### config.mk
export PLATFORM = sky130hd
export DESIGN_NAME = imem_loader_ctrl
export DESIGN_NICKNAME = d
export VERILOG_FILES = /design/src/rtl/imem_loader_ctrl.sv
export SDC_FILE = /design/constraint.sdc
export NUM_CORES = 1
export LEC_CHECK = 0
export ABC_CLOCK_PERIOD_IN_PS = 3100
export BUFFER_PORTS_ARGS = -buffer_cell sky130_fd_sc_hd__buf_4
export CORE_MARGIN = 2
export CORE_UTILIZATION = 55
export CTS_BUF_LIST = sky130_fd_sc_hd__clkbuf_8
export DETAILED_ROUTE_END_ITERATION = 8
export PLACE_DENSITY = 0.88
export SKIP_LAST_GASP = 1
export SYNTH_ARGS = -nofsm -noshare
export SYNTH_HDL_FRONTEND = slang
export SYNTH_SLANG_ARGS = --single-unit
### constraint.sdc
create_clock -name clk_i -period 3.1 [get_ports clk_i]
set_clock_uncertainty 0.15 [all_clocks]
set_input_delay 0.62 -clock clk_i [delete_from_list [all_inputs] [get_ports clk_i]]
set_output_delay 0.62 -clock clk_i [all_outputs]
set_load 0.005 [all_outputs]
### src/rtl/imem_loader_ctrl.sv
// Instruction-memory loader: holds the core in reset, packs a little-endian byte stream
// into words, writes them from word 0, then releases the core. Option: IMEM_LOAD_CHECKSUM_EN.
module imem_loader_ctrl #(
  parameter int DEPTH  = 64,
  parameter int ADDR_W = 6
) (
  input  logic              clk_i,
  input  logic              reset_i,
  input  logic              start_i,
  input  logic [ADDR_W:0]   num_words_i,
  input  logic              byte_valid_i,
  input  logic [7:0]        byte_data_i,
  output logic              byte_ready_o,
  output logic              mem_we_o,
  output logic [ADDR_W-1:0] mem_waddr_o,
  output logic [31:0]       mem_wdata_o,
  input  logic [31:0]       cpu_pc_i,
  output logic [ADDR_W-1:0] mem_raddr_o,
  output logic              cpu_reset_o,
  output logic              busy_o,
  output logic              done_o,
  output logic              err_o,
  output logic              pc_fault_o
);

  localparam logic [2:0] S_IDLE    = 3'd0;
  localparam logic [2:0] S_COLLECT = 3'd1;
  localparam logic [2:0] S_WRITE   = 3'd2;
  localparam logic [2:0] S_RUN     = 3'd3;
`ifdef IMEM_LOAD_CHECKSUM_EN
  localparam logic [2:0] S_CHECK   = 3'd4;
`endif
  localparam logic [ADDR_W:0] DEPTH_W = (ADDR_W+1)'(DEPTH);

  logic [2:0]      state_q, state_d;
  // one bit wider than the address so the post-increment after word DEPTH-1 cannot wrap
  logic [ADDR_W:0] wcnt_q, wcnt_d;
  logic [ADDR_W:0] num_q, num_d;
  logic [1:0]      bcnt_q, bcnt_d;
  logic [31:0]     buf_q, buf_d;
  logic            done_q, done_d;
  logic            err_q, err_d;
  logic            pc_fault_q, pc_fault_d;
  logic            start_ok, last_word, pc_bad;
`ifdef IMEM_LOAD_CHECKSUM_EN
  logic [31:0]     sum_q, sum_d;
  logic            chk_q, chk_d;
`endif

  assign start_ok  = (num_words_i != '0) && (num_words_i <= DEPTH_W);
  assign last_word = (wcnt_q == num_q - 1'b1);
  assign pc_bad    = (|cpu_pc_i[31:ADDR_W+2]) || (|cpu_pc_i[1:0]);

  always_comb begin
    state_d = state_q;
    wcnt_d  = wcnt_q;
    num_d   = num_q;
    bcnt_d  = bcnt_q;
    buf_d   = buf_q;
    done_d  = 1'b0;
    err_d   = 1'b0;
`ifdef IMEM_LOAD_CHECKSUM_EN
    sum_d   = sum_q;
    chk_d   = chk_q;
`endif
    case (state_q)
      S_IDLE, S_RUN: begin
        if (start_i) begin
          if (start_ok) begin
            num_d   = num_words_i;
            wcnt_d  = '0;
            bcnt_d  = '0;
            state_d = S_COLLECT;
`ifdef IMEM_LOAD_CHECKSUM_EN
            sum_d   = '0;
            chk_d   = 1'b0;
`endif
          end else begin
            err_d = 1'b1;
          end
        end
      end
      S_COLLECT: begin
        if (byte_valid_i) begin
          buf_d[{bcnt_q, 3'b000} +: 8] = byte_data_i;
          bcnt_d = bcnt_q + 1'b1;
          if (bcnt_q == 2'd3) begin
`ifdef IMEM_LOAD_CHECKSUM_EN
            state_d = chk_q ? S_CHECK : S_WRITE;
`else
            state_d = S_WRITE;
`endif
          end
        end
      end
      S_WRITE: begin
        wcnt_d = wcnt_q + 1'b1;
        bcnt_d = '0;
`ifdef IMEM_LOAD_CHECKSUM_EN
        sum_d = sum_q + buf_q;
        if (last_word) begin
          chk_d   = 1'b1;
          state_d = S_COLLECT;
        end else begin
          state_d = S_COLLECT;
        end
`else
        if (last_word) begin
          state_d = S_RUN;
          done_d  = 1'b1;
        end else begin
          state_d = S_COLLECT;
        end
`endif
      end
`ifdef IMEM_LOAD_CHECKSUM_EN
      S_CHECK: begin
        chk_d = 1'b0;
        if (buf_q == sum_q) begin
          state_d = S_RUN;
          done_d  = 1'b1;
        end else begin
          state_d = S_IDLE;
          err_d   = 1'b1;
        end
      end
`endif
      default: state_d = S_IDLE;
    endcase
    // evaluated against the next state so the flag drops as soon as RUN is left
    pc_fault_d = (state_d == S_RUN) && pc_bad;
  end

  always_ff @(posedge clk_i) begin
    if (reset_i) begin
      state_q    <= S_IDLE;
      wcnt_q     <= '0;
      num_q      <= '0;
      bcnt_q     <= '0;
      buf_q      <= '0;
      done_q     <= 1'b0;
      err_q      <= 1'b0;
      pc_fault_q <= 1'b0;
`ifdef IMEM_LOAD_CHECKSUM_EN
      sum_q      <= '0;
      chk_q      <= 1'b0;
`endif
    end else begin
      state_q    <= state_d;
      wcnt_q     <= wcnt_d;
      num_q      <= num_d;
      bcnt_q     <= bcnt_d;
      buf_q      <= buf_d;
      done_q     <= done_d;
      err_q      <= err_d;
      pc_fault_q <= pc_fault_d;
`ifdef IMEM_LOAD_CHECKSUM_EN
      sum_q      <= sum_d;
      chk_q      <= chk_d;
`endif
    end
  end

  assign byte_ready_o = (state_q == S_COLLECT);
  // a reset landing on a WRITE cycle must not commit the word
  assign mem_we_o     = (state_q == S_WRITE) && !reset_i;
  assign mem_waddr_o  = wcnt_q[ADDR_W-1:0];
  assign mem_wdata_o  = buf_q;
  assign mem_raddr_o  = cpu_pc_i[ADDR_W+1:2];
  assign cpu_reset_o  = (state_q != S_RUN);
`ifdef IMEM_LOAD_CHECKSUM_EN
  assign busy_o       = (state_q == S_COLLECT) || (state_q == S_WRITE) || (state_q == S_CHECK);
`else
  assign busy_o       = (state_q == S_COLLECT) || (state_q == S_WRITE);
`endif
  assign done_o       = done_q;
  assign err_o        = err_q;
  assign pc_fault_o   = pc_fault_q;

endmodule

==> run metrics, run 1 <==
Tcrit/Tclk final=77.4%; Cells after Synth=327; RSZ-0062 raised after global routing=false; max-cap violations=0; H-tree Lvls=2; crit-path max FO=9; clock buffer depth=2; min-delay src=mem_wdata_o[6]$_SDFFE_PP0P_; fmax=417 MHz; Max Used Layer=met4; Root Driver=clkbuf_8; drt pass-1 iters=6; Rel. slew slack=40.8%; Core Footprint=4720 µm²; area grow syn2layout=26.2%; VDD IR max=0.250 mV; Design Power=1.24 mW; Synth Net Count=386; mean post-synth cell area=8.26 µm²; TritonCTS clock tree=yes; sequential share of the synthesized area=40.0%; area leader, netlist=dfxtp_1; pin count of the biggest net entering global routing=50; number of synthesized flops with an enable pin=0; Worst-Skew Late Latency=310 ps; endpoints failing hold=0; fin area=3410 µm²; slew of the pin with the lowest slew margin=886 ps; ANT nets after route=0; Worst EP arrival=1630 ps; Starting Density=57.2%; P_leak=1.38 nW; flops & latches, synth=54; share of cells above drive strength 1=28.1%; Avg WL per Cell=14.5 µm; max-slew violation count=0; # hold bufs at CTS=0; Total Wirelength=6740 µm; fraction of registers with async set or reset after synthesis=0%; final setup fails=0; # port buffers=89; Unique masters post-synth=46; Setup CP Type=register to primary output; dpl hpwl=5040 µm; Top delay family on crit path=simple AND/OR/NAND/NOR gates; worst slack at placement=572 ps; Iteration-0 DRC Markers=217; CTS sink count=54; die footprint=5490 µm²; drc violations=0; crit end category=primary output; max incr delay on CP=570 ps; cells on worst reg2reg path=5; Ant. Diodes=0; Placer Congestion=0.856; DIE HEIGHT=74.1 µm; placement row count=25; Worst Hold End=mem_wdata_o[6]$_SDFFE_PP0P_; dpl cell area=3310 µm²; Clock Pin Slew Worst Setup and Hold Paths=100 ps; worst setup margin=700 ps; status=finished clean; top cells by count, synth=dfxtp_1, nand2_1, nand3_1; Worst Path Required=2330 ps; WHS Path Cells=2; Setup Fix Bufs, Post-CTS=0; initial antenna violation count=0; DIE WIDTH=74.1 µm; r2r startpoint=bcnt_q[0]$_SDFFE_PP0P_; wire length on met2=3340 µm; setup TNS=0 ps; CP startpoint kind=register; vias in the first global route=2373; first-pass GRT wire length=10800 µm; TritonCTS buffer count=5; Hold Crit Class=register to register; nets=456; CP Buf/Inv Count=1; Reg2Reg Capture Point=mem_wdata_o[8]$_SDFFE_PP0P_; Main synth FF type=dfxtp_1; share of the synthesized area in the top cell type=40.0%; time the worst path needs with I/O delays and setup=2400 ps; GRT overflow=0; vias per std cell=5.67; synthesized area=2700 µm²; synth top area cells=dfxtp_1, nand3_1, a21oi_1, nand2_1, ha_1; most frequent cell after synthesis=dfxtp_1; total number of vias=2635; PD cells=365 nW/µm²; metal3 WL=556 µm; gr usage total=25.1%; slowest CP cell=or3b_2; fill cell count=372; WL met1=2760 µm; post_cts resized=0; crit-path cells=or3b_2 > nor2_1 > buf_4; Syn. warnings=0; reg2reg setup slack=740 ps; Ports=102
power breakdown:
| part | leakage [nW] | internal, mW | switching, mW |
|---|---|---|---|
| Clock | 0.0514 | 0.184 | 0.236 |
| Combinational | 0.892 | 0.0608 | 0.0584 |
| Sequential | 0.436 | 0.698 | 0.00723 |
flip-flops by register name (all words and copies together), names as in the netlist:
signal	count
bcnt_q	2
done_o	1
err_o	1
mem_wdata_o	32
num_q	7
pc_fault_o	1
state_q	3
wcnt_q	7
worst min-delay path, stage by stage (launching register included):
cell and delay, ps:
dfxtp_1 320, nand2_1 50, a21oi_1 50
per-stage QoR:
step	util [%]	hold slack [ps]	std cells
2_1_floorplan	-	298	327
3_3_place_gp	70.1	290	457
3_5_place_dp	70.1	296	457
4_1_cts	72.2	308	465
5_1_grt	72.2	327	465
6_report	72.2	305	465
logic make-up after synthesis:
group	after synthesis	synth area share, %
compound gates	57	13.0
xor+xnor	13	4.21
fa+ha+maj	8	3.70
buf+inv	34	6.67
flops	54	40.0
mux	8	3.01
other cells	1	0.139
simple gates	152	29.3
layout by cell type (no fill, tap or decap), types with 2 or more instances in the layout:
cell,n
buf_4,91
nor2_1,23
clkinv_4,2
a21oi_1,35
nand4_1,6
mux2i_1,7
xor2_1,5
nor3_1,4
ha_1,8
nor4_1,7
o211ai_1,2
or3b_2,2
nor3b_1,5
dfxtp_1,54
xnor2_1,8
nand2_1,42
nand3b_1,2
a211oi_1,2
o21ai_0,4
clkbuf_8,6
a31oi_1,6
and3b_1,2
inv_1,6
nand3_1,38
or3_1,2
nor3b_2,2
and2_1,6
nand2b_1,3
nor2b_1,2
area by class of cell:
class	instances	area, µm²	area share [%]
well taps	67	83.8	2.46
inverters	6	22.5	0.660
clock inverters	2	17.5	0.513
repair buffers	91	683	20.0
multi-input cells	239	1440	42.2
clock buffers	6	82.6	2.42
flip-flops and latches	54	1080	31.7
metal layers:
layer	GRT usage, %	vias to the layer above
met5	0	-
met4	7.68	0
met3	4.20	8
met2	41.8	130
met1	33.4	1228
li1	-	1269
worst max path at each step:
stage                                   endpoint                   start  slack, ps  cells past startpoint
floorplan                 wcnt_q[6]$_SDFFE_PP0P_          num_words_i[0]        830                      6
global placement          wcnt_q[6]$_SDFFE_PP0P_          num_words_i[0]        620                      6
detailed placement        wcnt_q[6]$_SDFFE_PP0P_          num_words_i[0]        570                      6
CTS                                     mem_we_o   state_q[1]$_SDFF_PP0_        710                      3
global route        mem_wdata_o[15]$_SDFFE_PP0P_  bcnt_q[0]$_SDFFE_PP0P_        520                      5
finish                                  mem_we_o   state_q[1]$_SDFF_PP0_        700                      3
(Power assumes the default switching activity.)
==> run 2, diff against run 1 <==
- ABC_CLOCK_PERIOD_IN_PS: 3100 -> 2000
- CORE_UTILIZATION: 55 -> 46
- PLACE_DENSITY: 0.88 -> 0.79
- clock period: 3.1 -> 2 ns (I/O delays scaled with it)
==> run 2 against run 1 <==
Net effect: die area is 18% higher; sequential cell count is the same; first-iteration DRC count is 29% lower; largest power group unchanged; worst hold slack worse by 120 ps; sequential power is 55% higher; critical path depth stayed put; critical path type unchanged.
==> run metrics, run 2 (same netlist as run 1, synthesis figures left out) <==
status=finished clean; nets=469; crit-path max FO=9; most common cell after layout, fill and taps aside=buf_4; Root Driver=clkbuf_8; TritonCTS buffer count=5; Tcrit/Tclk final=98.5%; Hold Crit Class=input port to register; Clock Pin Slew Worst Setup and Hold Paths=100 ps; RSZ-0062 raised after global routing=true; Ant. Diodes=0; fin util=64.1%; Setup CP Type=register to primary output; CP startpoint kind=register; placement row count=27; P_leak=1.46 nW; crit end category=primary output; pin count of the biggest net entering global routing=29; WHS Path Cells=3; # hold bufs at CTS=0; drt pass-1 iters=4; dpl hpwl=5210 µm; drc violations=0; ANT nets after route=0; share of cells above drive strength 1=32.6%; reg2reg setup slack=110 ps; H-tree Lvls=2; Avg WL per Cell=14.2 µm; DIE WIDTH=80.7 µm; final setup fails=0; hold slack=184 ps; cells on worst reg2reg path=5; Iteration-0 DRC Markers=153; worst slack at placement=-143 ps; CP Launch Point=state_q[1]$_SDFF_PP0_; total number of vias=2590; VDD IR max=0.327 mV; max-slew violation count=0; Worst EP arrival=1420 ps; Core Footprint=5570 µm²; max-cap violations=0; min-delay src=num_words_i[5]; Worst Path Required=1450 ps; area grow syn2layout=32.3%; worst setup margin=29.1 ps; GRT overflow=0; Worst-Skew Late Latency=310 ps; endpoints failing hold=0; TritonCTS clock tree=yes; Total Wirelength=6840 µm; setup TNS=0 ps; PD cells=577 nW/µm²; Ports=102; DIE HEIGHT=80.7 µm; initial antenna violation count=0; r2r startpoint=state_q[0]$_SDFF_PP0_; first-pass GRT wire length=11100 µm; die footprint=6500 µm²; max reg flops=32; vias in the first global route=2467; gr usage total=22.0%; CTS sink count=54; most frequent cells in the layout=buf_4, dfxtp_1, nand2_1; fmax=507 MHz; # port buffers=89; time the worst path needs with I/O delays and setup=1970 ps; Placer Congestion=0.883; clock buffer depth=2; Starting Density=48.5%; vias per std cell=5.36
==> run 2: report_power, final <==
part           switching [mW]  total (mW)  internal (mW)
combinational          0.0955       0.200          0.105
clock                   0.387       0.770          0.383
sequential             0.0108        1.09           1.08
total                   0.494        2.06           1.57
==> run 2: path summary, 6_finish.rpt <==
check	endpoint
setup reg to reg	bcnt_q[1]$_SDFFE_PP0P_
hold reg to reg	mem_wdata_o[7]$_SDFFE_PP0P_
setup / recovery	mem_we_o
hold / removal	num_q[5]$_SDFFE_PP0P_
==> run 2: routing by layer <==
metal	global-route usage (%)	part of all wire, %	vias to the layer above	wire [µm]
met1	27.5	43	1203	2960
met4	6.44	1.1	0	74
met2	37.7	49	82	3370
met5	0	0	-	0
li1	-	-	1300	-
met3	4.83	6.4	5	437
==> run 2: through the flow <==
step	cells	instance area, µm²	power (mW)
detailed placement	475	3420	1.31
global placement	475	3420	1.31
floorplan	327	2710	1.21
CTS	483	3550	2.07
finish	483	3570	2.06
global route	483	3570	2.12
==> run 2: area by class of cell <==
type | count | area [µm²]
fillers | 501 | 2000
multi-input cells | 239 | 1480
flip-flops and latches | 54 | 1090
repair buffers | 104 | 781
well taps | 72 | 90.1
clock buffers | 5 | 68.8
clock inverters | 3 | 47.5
inverters | 6 | 22.5
==> run 2: timing repair <==
action | in CTS | in global routing
buffers inserted | 0 | 0
pin swaps | 0 | 1
setup endpoints to repair | 3 | 22
resized for setup | 4 | 7
==> run 2: critical path, stage by stage, from the launching register on <==
cell and delay (ps):
dfxtp_2 430, or3b_4 460, nor2_1 100, buf_4 110
